## src/rtl/crc_rtu_tx_sequencer_if.sv

```systemverilog
// Signal bundle between the Modbus RTU frame sequencer and its surroundings.
// The surroundings are the frame requester, the payload buffer, the CRC-16 engine and the UART.
//   master : sequencer view (drives buf_addr, crc_*, tx_data/tx_valid, busy/done/err)
//   slave  : environment view (drives frame_start/len, buf_data, crc_busy/value, tx_ready)
interface crc_rtu_tx_sequencer_if;
  logic       frame_start;
  logic [6:0] frame_len;
  logic [5:0] buf_addr;
  logic [7:0] buf_data;
  logic       crc_rst;
  logic       crc_start;
  logic [7:0] crc_byte;
  logic       crc_busy;
  logic [15:0] crc_value;
  logic [7:0] tx_data;
  logic       tx_valid;
  logic       tx_ready;
  logic       busy;
  logic       done;
  logic       err;

  modport master (
    input  frame_start, frame_len, buf_data, crc_busy, crc_value, tx_ready,
    output buf_addr, crc_rst, crc_start, crc_byte, tx_data, tx_valid, busy, done, err
  );

  modport slave (
    output frame_start, frame_len, buf_data, crc_busy, crc_value, tx_ready,
    input  buf_addr, crc_rst, crc_start, crc_byte, tx_data, tx_valid, busy, done, err
  );
endinterface

```

## src/rtl/crc_rtu_tx_sequencer.sv

```systemverilog
// Modbus RTU transmit sequencer: reads a payload from a 1-cycle-latency buffer, feeds each
// byte to an external CRC-16 engine, streams it to a UART with a valid/ready handshake, then
// appends the CRC low byte followed by the high byte.
// Ports:
//   clk     : clock, rising edge
//   reset_n : asynchronous active-low reset
//   bus     : crc_rtu_tx_sequencer_if.master (request, buffer, CRC engine, UART, status)
// Parameters: MAX_LEN (max payload bytes, 2..64), TMO_CYC (CRC-busy watchdog limit).
// Optional feature: define CRC_SEQ_WATCHDOG_EN to abort a frame when crc_busy stays high for
// TMO_CYC cycles in the WAIT state.
module crc_rtu_tx_sequencer #(
  parameter int unsigned MAX_LEN = 32,
  parameter int unsigned TMO_CYC = 16
) (
  input logic                    clk,
  input logic                    reset_n,
  crc_rtu_tx_sequencer_if.master bus
);

  typedef enum logic [3:0] {
    StIdle, StClr, StFetch, StLoad, StPulse, StArm, StWait, StSend, StCrcLo, StCrcHi
  } state_e;

  localparam logic [6:0] MaxLen = 7'(MAX_LEN);

  state_e     state_q, state_d;
  logic [6:0] len_q, len_d;
  logic [6:0] idx_q, idx_d;
  logic [6:0] idx_inc;
  logic       busy_q, busy_d;
  logic       done_q, done_d;
  logic       err_q, err_d;
  logic       tx_valid_q, tx_valid_d;
  logic       crc_start_q, crc_start_d;
  logic       crc_rst_q, crc_rst_d;
  logic [5:0] buf_addr_q, buf_addr_d;
  logic [7:0] crc_byte_q, crc_byte_d;
  logic [7:0] tx_data_q, tx_data_d;

`ifdef CRC_SEQ_WATCHDOG_EN
  localparam int unsigned WdW = $clog2(TMO_CYC + 1);
  logic [WdW-1:0] wd_q, wd_d;
`else
  // Keeps the parameter referenced when the watchdog is compiled out.
  logic [31:0] unused_tmo;
  assign unused_tmo = TMO_CYC;
`endif

  assign idx_inc = idx_q + 7'd1;

  always_comb begin
    state_d     = state_q;
    len_d       = len_q;
    idx_d       = idx_q;
    busy_d      = busy_q;
    tx_valid_d  = tx_valid_q;
    buf_addr_d  = buf_addr_q;
    crc_byte_d  = crc_byte_q;
    tx_data_d   = tx_data_q;
    // Pulse outputs default low every cycle.
    done_d      = 1'b0;
    err_d       = 1'b0;
    crc_start_d = 1'b0;
    crc_rst_d   = 1'b0;
`ifdef CRC_SEQ_WATCHDOG_EN
    wd_d        = wd_q;
`endif
    case (state_q)
      StIdle: begin
        if (bus.frame_start) begin
          if ((bus.frame_len != 7'd0) && (bus.frame_len <= MaxLen)) begin
            len_d     = bus.frame_len;
            idx_d     = 7'd0;
            busy_d    = 1'b1;
            crc_rst_d = 1'b1;
            state_d   = StClr;
          end else begin
            err_d = 1'b1;
          end
        end
      end
      StClr: begin
        buf_addr_d = idx_q[5:0];
        state_d    = StFetch;
      end
      // Buffer samples buf_addr at the end of FETCH; data is valid during LOAD.
      StFetch: state_d = StLoad;
      StLoad: begin
        crc_byte_d  = bus.buf_data;
        tx_data_d   = bus.buf_data;
        crc_start_d = 1'b1;
        state_d     = StPulse;
      end
      StPulse: state_d = StArm;
      // The engine may take a cycle to raise crc_busy, so ARM never looks at it.
      StArm: begin
        state_d = StWait;
`ifdef CRC_SEQ_WATCHDOG_EN
        wd_d    = '0;
`endif
      end
      StWait: begin
        if (!bus.crc_busy) begin
          tx_valid_d = 1'b1;
          state_d    = StSend;
`ifdef CRC_SEQ_WATCHDOG_EN
        end else if (wd_q == WdW'(TMO_CYC - 1)) begin
          err_d   = 1'b1;
          busy_d  = 1'b0;
          state_d = StIdle;
        end else begin
          wd_d = wd_q + 1'b1;
`endif
        end
      end
      StSend: begin
        if (bus.tx_ready) begin
          idx_d = idx_inc;
          if (idx_inc < len_q) begin
            tx_valid_d = 1'b0;
            buf_addr_d = idx_inc[5:0];
            state_d    = StFetch;
          end else begin
            // tx_valid stays high: the CRC low byte follows immediately.
            tx_data_d = bus.crc_value[7:0];
            state_d   = StCrcLo;
          end
        end
      end
      StCrcLo: begin
        if (bus.tx_ready) begin
          tx_data_d = bus.crc_value[15:8];
          state_d   = StCrcHi;
        end
      end
      StCrcHi: begin
        if (bus.tx_ready) begin
          tx_valid_d = 1'b0;
          done_d     = 1'b1;
          busy_d     = 1'b0;
          state_d    = StIdle;
        end
      end
      default: state_d = StIdle;
    endcase
  end

  always_ff @(posedge clk or negedge reset_n) begin
    if (!reset_n) begin
      state_q     <= StIdle;
      len_q       <= '0;
      idx_q       <= '0;
      busy_q      <= 1'b0;
      done_q      <= 1'b0;
      err_q       <= 1'b0;
      tx_valid_q  <= 1'b0;
      crc_start_q <= 1'b0;
      crc_rst_q   <= 1'b0;
      buf_addr_q  <= '0;
      crc_byte_q  <= '0;
      tx_data_q   <= '0;
`ifdef CRC_SEQ_WATCHDOG_EN
      wd_q        <= '0;
`endif
    end else begin
      state_q     <= state_d;
      len_q       <= len_d;
      idx_q       <= idx_d;
      busy_q      <= busy_d;
      done_q      <= done_d;
      err_q       <= err_d;
      tx_valid_q  <= tx_valid_d;
      crc_start_q <= crc_start_d;
      crc_rst_q   <= crc_rst_d;
      buf_addr_q  <= buf_addr_d;
      crc_byte_q  <= crc_byte_d;
      tx_data_q   <= tx_data_d;
`ifdef CRC_SEQ_WATCHDOG_EN
      wd_q        <= wd_d;
`endif
    end
  end

  assign bus.busy      = busy_q;
  assign bus.done      = done_q;
  assign bus.err       = err_q;
  assign bus.tx_valid  = tx_valid_q;
  assign bus.tx_data   = tx_data_q;
  assign bus.crc_start = crc_start_q;
  assign bus.crc_rst   = crc_rst_q;
  assign bus.crc_byte  = crc_byte_q;
  assign bus.buf_addr  = buf_addr_q;

endmodule

```

## src/flat_wrapper.sv

```systemverilog
// flat-port wrapper written by rule: the top's interface ports become plain ports
module crc_rtu_tx_sequencer_flat 
#(
  parameter int unsigned MAX_LEN = 32,
  parameter int unsigned TMO_CYC = 16
)
  (clk, reset_n, bus_frame_start, bus_frame_len, bus_buf_data, bus_crc_busy, bus_crc_value, bus_tx_ready, bus_buf_addr, bus_crc_rst, bus_crc_start, bus_crc_byte, bus_tx_data, bus_tx_valid, bus_busy, bus_done, bus_err);
  crc_rtu_tx_sequencer_if bus_i ();
  input logic clk;
  input logic reset_n;
  input wire logic [$bits(bus_i.frame_start)-1:0] bus_frame_start;
  input wire logic [$bits(bus_i.frame_len)-1:0] bus_frame_len;
  input wire logic [$bits(bus_i.buf_data)-1:0] bus_buf_data;
  input wire logic [$bits(bus_i.crc_busy)-1:0] bus_crc_busy;
  input wire logic [$bits(bus_i.crc_value)-1:0] bus_crc_value;
  input wire logic [$bits(bus_i.tx_ready)-1:0] bus_tx_ready;
  output wire logic [$bits(bus_i.buf_addr)-1:0] bus_buf_addr;
  output wire logic [$bits(bus_i.crc_rst)-1:0] bus_crc_rst;
  output wire logic [$bits(bus_i.crc_start)-1:0] bus_crc_start;
  output wire logic [$bits(bus_i.crc_byte)-1:0] bus_crc_byte;
  output wire logic [$bits(bus_i.tx_data)-1:0] bus_tx_data;
  output wire logic [$bits(bus_i.tx_valid)-1:0] bus_tx_valid;
  output wire logic [$bits(bus_i.busy)-1:0] bus_busy;
  output wire logic [$bits(bus_i.done)-1:0] bus_done;
  output wire logic [$bits(bus_i.err)-1:0] bus_err;
  assign bus_i.frame_start = bus_frame_start;
  assign bus_i.frame_len = bus_frame_len;
  assign bus_i.buf_data = bus_buf_data;
  assign bus_i.crc_busy = bus_crc_busy;
  assign bus_i.crc_value = bus_crc_value;
  assign bus_i.tx_ready = bus_tx_ready;
  assign bus_buf_addr = bus_i.buf_addr;
  assign bus_crc_rst = bus_i.crc_rst;
  assign bus_crc_start = bus_i.crc_start;
  assign bus_crc_byte = bus_i.crc_byte;
  assign bus_tx_data = bus_i.tx_data;
  assign bus_tx_valid = bus_i.tx_valid;
  assign bus_busy = bus_i.busy;
  assign bus_done = bus_i.done;
  assign bus_err = bus_i.err;
  crc_rtu_tx_sequencer #(.MAX_LEN(MAX_LEN), .TMO_CYC(TMO_CYC)) u_core (.clk(clk), .reset_n(reset_n), .bus(bus_i));
endmodule
```

## config.mk

```make
export PLATFORM = sky130hd
export DESIGN_NAME = crc_rtu_tx_sequencer_flat
export DESIGN_NICKNAME = d
export VERILOG_FILES = /design/src/rtl/crc_rtu_tx_sequencer_if.sv /design/src/rtl/crc_rtu_tx_sequencer.sv /design/src/flat_wrapper.sv
export SDC_FILE = /design/constraint.sdc
export NUM_CORES = 1
export LEC_CHECK = 0
export BUFFER_PORTS_ARGS = -buffer_cell sky130_fd_sc_hd__buf_2
export CORE_ASPECT_RATIO = 1.4
export CORE_UTILIZATION = 40
export DETAILED_ROUTE_END_ITERATION = 6
export PLACE_DENSITY = 0.67
export SETUP_SLACK_MARGIN = 0.5
export SYNTH_ARGS = -nofsm -noshare
export SYNTH_HDL_FRONTEND = slang
export SYNTH_SLANG_ARGS = --single-unit
```

## constraint.sdc

```tcl
create_clock -name clk -period 2.8 [get_ports clk]
set_input_delay 0.28 -clock clk [delete_from_list [all_inputs] [get_ports clk]]
set_output_delay 0.28 -clock clk [all_outputs]
set_load 0.03 [all_outputs]
```

==> results of run 1 <==
[what timing repair did]
action | in CTS | in global routing
endpoints found under the setup margin | 14 | 16
setup buffers | 9 | 2
resized for setup | 10 | 5
pin swaps | 10 | 2
[flip-flops by register name (all words and copies together), names as in the netlist, 4 cells and up]
| name | cells |
|---|---|
| u_core.bus.crc_byte | 8 |
| u_core.bus.tx_data | 8 |
| u_core.idx_q | 7 |
| u_core.len_q | 7 |
| u_core.bus.buf_addr | 6 |
| u_core.state_q | 4 |
[metal layers]
| metal | vias to the layer above | share of wire | track usage |
|---|---|---|---|
| li1 | 1002 | - | - |
| met1 | 1012 | 0.41 | 0.211 |
| met2 | 56 | 0.54 | 0.368 |
| met3 | 7 | 0.039 | 0.0346 |
| met4 | 0 | 0.015 | 0.0629 |
| met5 | - | 0 | 0 |
[final cells by class]
type                       instances  area, um^2
multi-input combinational        159        1320
sequential                        46        1160
clock inverter                     2        60.1
tap                               70        87.6
inverter                          25        95.1
timing repair buffer              77         433
fill                             559        2710
clock buffer                       6        82.6
[cell usage in the layout (no fill, tap or decap), types with 9 or more instances in the layout]
master   instances
nor2_1           9
mux2_2          10
inv_1           24
o21ai_0         16
buf_4           13
nand2_1         15
a21oi_1         12
buf_2           63
mux2_4           9
dfrtp_1         39
[report_power, final]
group	internal (W)	switching [W]
combinational	0.000715	0.000921
sequential	0.000909	0.000212
clock	0.000381	0.000241
[per-stage QoR]
step           hold WS, ns  worst slack, ns   util  cell area, um^2  instances
4_1_cts              0.189            0.375  0.539             3210        383
3_5_place_dp         0.489            0.107  0.496             2950        366
5_1_grt              0.211            0.262  0.544             3230        385
6_report             0.147            0.348  0.544             3230        385
3_3_place_gp         0.477            0.212  0.496             2950        366
2_1_floorplan      -0.0156            0.352      -             2590        242
[worst reg2reg max path, delay by kind of cell, from the launching register on]
kind	cells	cell delay (ns)
compound gates	4	0.73
simple gates	1	0.10
fa+ha+maj	2	0.48
flops	1	0.42
xor+xnor	1	0.16
mux	1	0.31
buf+inv	1	0.16
[path summary, 6_finish.rpt]
| check | cells past startpoint | from | to |
|---|---|---|---|
| min in group clk | 3 | bus_frame_len[2] | u_core.len_q[2]$_DFFE_PN0P_ |
| max in group asynchronous | 1 | reset_n | u_core.state_q[2]$_DFFE_PN0P_ |
| setup / recovery | 10 | u_core.idx_q[0]$_DFFE_PN0P_ | u_core.bus.tx_data[3]$_DFFE_PN0P_ |
| setup reg to reg | 10 | u_core.idx_q[0]$_DFFE_PN0P_ | u_core.bus.tx_data[3]$_DFFE_PN0P_ |
| hold reg to reg | 1 | u_core.bus.crc_byte[5]$_DFFE_PN0P_ | u_core.bus.crc_byte[5]$_DFFE_PN0P_ |
| hold / removal | 1 | reset_n | u_core.len_q[4]$_DFFE_PN0P_ |
[cells by family (layout without fill, tap and decap cells)]
logic type      Yosys count  count (layout)  synth area share
fa+ha+maj                 8               8            0.0398
buf+inv                  37             110            0.0632
simple gates             62              62             0.154
flops                    46              46             0.457
mux                      21              21            0.0945
compound gates           64              64             0.178
xor+xnor                  4               4            0.0139
==> results_dict.tcl, run 1 <==
set metrics [dict create \
    yosysUniqueCellTypes 55 \
    initial_utilization 0.423 \
    routed_via_density 5.39 \
    synth_edf_count 0 \
    synth.top_cell.area_share 0.457 \
    cp-end-kind "flop" \
    nNetsFinal 358 \
    place.port_buffers 63 \
    io_pins 64 \
    critPathSlowestCell "dfrtp_2" \
    synth_ff_type "dfrtp_1" \
    cellPowerDensity_nw_per_um2 1040 \
    vias 2077 \
    synth_top_cell_by_area "dfrtp_1" \
    finalHoldViolCount 0 \
    synth_nets 286 \
    fp-row-count 33 \
    path_max_fanout 8 \
    die_y_um 95.8 \
    cts_buffers 5 \
    critPathTopFamily "compound AO/OA/AOI/OAI gates" \
    place.detailed.hpwl_mm 4.20 \
    status "completed" \
    async_flop_share 1.00 \
    cp.required_ns 2.99 \
    core_um2 5950 \
    total_power_w 0.00338 \
    critPathArrivalTime_ns 2.64 \
    fin_skew_ns 0.00718 \
    cpMostUsedCell "o21ai_4" \
    synth_seq_cells 46 \
    clock_latency_ns 0.30 \
    drv_cap 0 \
    grt_antenna_before_repair 0 \
    cts.sinks 46 \
    path_class "flop to flop" \
    grt_first_pass_wirelength_mm 10.0 \
    areaGrowthSynthToFinish_pct 28.5 \
    maxSlewViolCount 0 \
    synth_area_um2 2520 \
    drt.antenna.violating_nets 0 \
    p_leak_nw 1.60 \
    slew_headroom 0.311 \
    overflow 0 \
    clock.fmax_mhz 408 \
    grt_max_degree 47 \
    r2r_setup_slack_ns 0.35 \
    period_minus_slack_ns 2.45 \
    path_clk_slew_ns 0.09 \
    final.setup.tns_ns 0 \
    grt_use_total 0.191 \
    tightest_slew_ns 1.03 \
    hold_class "input port to asynchronous set/reset pin" \
    syn_inst 242 \
    cts_hold_buffers 0 \
    clk_path_buf_depth 2 \
    setup_violations 0 \
    cts_htree_levels 2 \
    grt_pass1_vias 2105 \
    cts_tree "done" \
    gp_congestion 0.811 \
    synth_warnings 0 \
    drt_iter0_markers 95 \
    critPathBufInv 1 \
    root_buffer "clkbuf_8" \
    ys_top_cells_by_area "dfrtp_1, mux2_2, ha_1" \
    vdd.ir_drop.worst_uv 563 \
    yosysMostFrequentCell "dfrtp_1" \
    drc 0 \
    synth_common_cells "dfrtp_1, inv_1, mux2_2, o21ai_0, nand2_1" \
    rsz0062_at_grt "true" \
    yosysSeqAreaShare 0.457 \
    wl_mm 5.99 \
    die-area_um2 6620 \
    n_antenna_cell 0 \
    syn_area_per_cell_um2 10.4 \
    start_kind "flop" \
    drt-pass1-iter-count 4 \
    wire_per_inst_um 15.6 \
    crit_chain "ha_4 > nand3_4 > xnor2_2 > ha_1 > a211o_1 > a21oi_2 > o21ai_4 > o21ai_4 > buf_12 > mux2_4" \
    min_period_over_period 0.876 \
    layout-drive-gt1-share 0.438 \
    cpPeakStageDelay_ns 0.42 \
    die_w_um 69.0 \
]
(Power assumes the default switching activity.)
==> inputs of run 2 (changes only) <==
--- a/config.mk
+++ b/config.mk
@@ -5,6 +5,7 @@
 export SDC_FILE = /design/constraint.sdc
 export NUM_CORES = 1
 export LEC_CHECK = 0
+export ABC_AREA = 1
 export BUFFER_PORTS_ARGS = -buffer_cell sky130_fd_sc_hd__buf_2
 export CORE_ASPECT_RATIO = 1.4
 export CORE_UTILIZATION = 40
==> run 2 against run 1 <==
- synthesized cell count up 47%
- largest power group unchanged
- core utilization is 3.1 points lower
- largest cell class unchanged
- die area grew 2.1%
- maximum frequency rose by 5.6%
- non-clock buffer count down 6
- clock power decreased by 38%
- critical path type unchanged
==> results_dict.tcl, run 2 <==
set metrics [dict create \
    clock.fmax_mhz 431 \
    drc 0 \
    cts_tree "done" \
    path_clk_slew_ns 0.08 \
    p_int_w 0.00131 \
    syn_area_per_cell_um2 7.24 \
    drt_iter0_markers 122 \
    critPathTopFamily "simple AND/OR/NAND/NOR gates" \
    areaGrowthSynthToFinish_pct 23.9 \
    drt-pass1-iter-count 4 \
    tightest_slew_ns 1.02 \
    cts.sinks 46 \
    p_leak_nw 1.84 \
    vias 2506 \
    clock_latency_ns 0.29 \
    layout_common_cells "nand2_1, buf_2, nand3_1" \
    register_area_um2 1150 \
    pwr-share-comb 0.420 \
    drt.antenna.violating_nets 0 \
    cpPeakStageDelay_ns 0.36 \
    design_area_um2 3180 \
    fill_cells 623 \
    die-area_um2 6750 \
    start_kind "flop" \
    fp-row-count 34 \
    synth_edf_count 0 \
    yosysUniqueCellTypes 24 \
    grt_max_degree 47 \
    place.detailed.hpwl_mm 4.63 \
    place.port_buffers 63 \
    wire_per_inst_um 12.8 \
    grt_first_pass_wirelength_mm 10.4 \
    critPathBufInv 2 \
    min_period_over_period 0.829 \
    n_antenna_cell 0 \
    synth.top_cell.area_share 0.448 \
    yosysSeqAreaShare 0.448 \
    clk_path_buf_depth 2 \
    synth_ff_type "dfrtp_1" \
    slew_headroom 0.323 \
    cts_hold_buffers 0 \
    path_depth 14 \
    fin_skew_ns 0.00456 \
    vdd.ir_drop.worst_uv 290 \
    setup_ws_ns 0.478 \
    period_minus_slack_ns 2.32 \
    routed_via_density 5.04 \
    final_util 0.512 \
    critPathArrivalTime_ns 2.51 \
    finalHoldViolCount 0 \
    nNetsFinal 469 \
    rsz0062_at_grt "true" \
    cp-end-kind "flop" \
    power.switching_w 0.000983 \
    dpl_cell_area_um2 2950 \
    die_w_um 69.7 \
    wl_mm 6.36 \
    hold-worst-slack_ns 0.156 \
    synth_seq_cells 46 \
    drv_cap 0 \
    hold_class "input port to asynchronous set/reset pin" \
    die_y_um 96.8 \
    final.setup.tns_ns 0 \
    yosysMostFrequentCell "nand2_1" \
    io_pins 64 \
    syn_inst 355 \
    synth_common_cells "nand2_1, nand3_1, dfrtp_1, inv_1, nor2_1" \
    synth_warnings 0 \
    layout_commonest_cell "nand2_1" \
    status "completed" \
    initial_utilization 0.414 \
    r2r.worst_path.cells 14 \
    path_max_fanout 5 \
    root_buffer "clkbuf_8" \
    path_class "flop to flop" \
    clock_power_share 0.168 \
    pwr-share-seq 0.411 \
    switching_share 0.428 \
    grt_antenna_before_repair 0 \
    cts_buffers 5 \
    grt_use_total 0.190 \
    multiInputGateArea_um2 1330 \
    gp_congestion 0.822 \
    critPathSlowestCell "dfrtp_1" \
    synth_nets 399 \
    grt_pass1_vias 2315 \
    layout-drive-gt1-share 0.254 \
    crit_chain "ha_2 > nand2_2 > inv_2 > nand3_2 > nor2_2 > xor2_1 > ha_1 > nand2_1 > nand2_2 > a21oi_4 > nand3_4 > buf_2 > nand3_1 > nand2_1" \
    synth_top_cell_by_area "dfrtp_1" \
    core_um2 6210 \
    cellPowerDensity_nw_per_um2 720 \
    cp.required_ns 2.99 \
    overflow 0 \
    maxSlewViolCount 0 \
    setup_violations 0 \
    async_flop_share 1.00 \
    dpl_worst_slack_ns 0.239 \
    synth_area_um2 2570 \
    cts_htree_levels 2 \
    ys_top_cells_by_area "dfrtp_1, nand2_1, nand3_1" \
]
## run 2: changes by cell type in the layout (fill, tap and decap cells not counted), sizes merged, moves of 5 or more
cell | previous run | this run
a22oi | 8 | 0
nand2 | 15 | 148
inv | 24 | 39
nand2b | 5 | 0
nand3 | 5 | 57
a21o | 5 | 0
nor2 | 10 | 22
buf | 77 | 71
o22ai | 6 | 0
a21oi | 13 | 7
mux2 | 19 | 0
o21ai | 18 | 12
## run 2: path summary, 6_finish.rpt
path	start	to	slack, ns
min in group clk	bus_buf_data[6]	u_core.bus.crc_byte[6]$_DFFE_PN0P_	0.20
max in group asynchronous	reset_n	u_core.idx_q[0]$_DFFE_PN0P_	1.95
max	u_core.idx_q[1]$_DFFE_PN0P_	u_core.bus.tx_data[5]$_DFFE_PN0P_	0.48
max reg2reg	u_core.idx_q[1]$_DFFE_PN0P_	u_core.bus.tx_data[5]$_DFFE_PN0P_	0.48
min	reset_n	u_core.idx_q[2]$_DFFE_PN0P_	0.16
min reg2reg	u_core.bus.crc_byte[1]$_DFFE_PN0P_	u_core.bus.crc_byte[1]$_DFFE_PN0P_	0.47
## run 2: metrics by stage
| step | power (W) | cells |
|---|---|---|
| global route | 0.00246 | 497 |
| CTS | 0.00224 | 494 |
| floorplan | 0.00157 | 355 |
| finish | 0.00229 | 497 |
| global placement | 0.00183 | 485 |
| detailed placement | 0.00185 | 485 |
## run 2: repair_timing
action	CTS	global route
endpoints found under the setup margin	15	17
cloned	0	1
setup buffers	2	2
pin swaps	3	12
resized for setup	7	25
## run 2: cell families after synthesis
logic type | after synthesis | synth area share
and+or+nand+nor | 233 | 0.388
buffers and inverters | 47 | 0.0755
DFF | 46 | 0.448
AOI/OAI and AO/OA | 19 | 0.0428
adders and majority gates | 8 | 0.0389
xor gates and xnor gates | 2 | 0.00682
## run 2: power by group through the flow
stage	registers (W)	logic (W)	clock network (W)
finish	0.000943	0.000964	0.000386
global route	0.000969	0.00106	0.000428
CTS	0.000944	0.000905	0.000395
detailed placement	0.000956	0.000895	0
global placement	0.000950	0.000881	0
floorplan	0.00119	0.000375	0
## run 2: metal layers
| metal | up-vias | share of wire | GRT usage |
|---|---|---|---|
| li1 | 1270 | - | - |
| met1 | 1160 | 0.42 | 0.234 |
| met2 | 70 | 0.52 | 0.336 |
| met3 | 6 | 0.051 | 0.0396 |
| met4 | 0 | 0.011 | 0.0508 |
| met5 | - | 0 | 0 |
## run 2: cell type report
class                      count  share of cell area
clock buffer                   7              0.0240
inverter                      39              0.0468
multi-input combinational    262               0.418
sequential                    46               0.362
tap                           72              0.0283
timing repair buffer          71               0.121
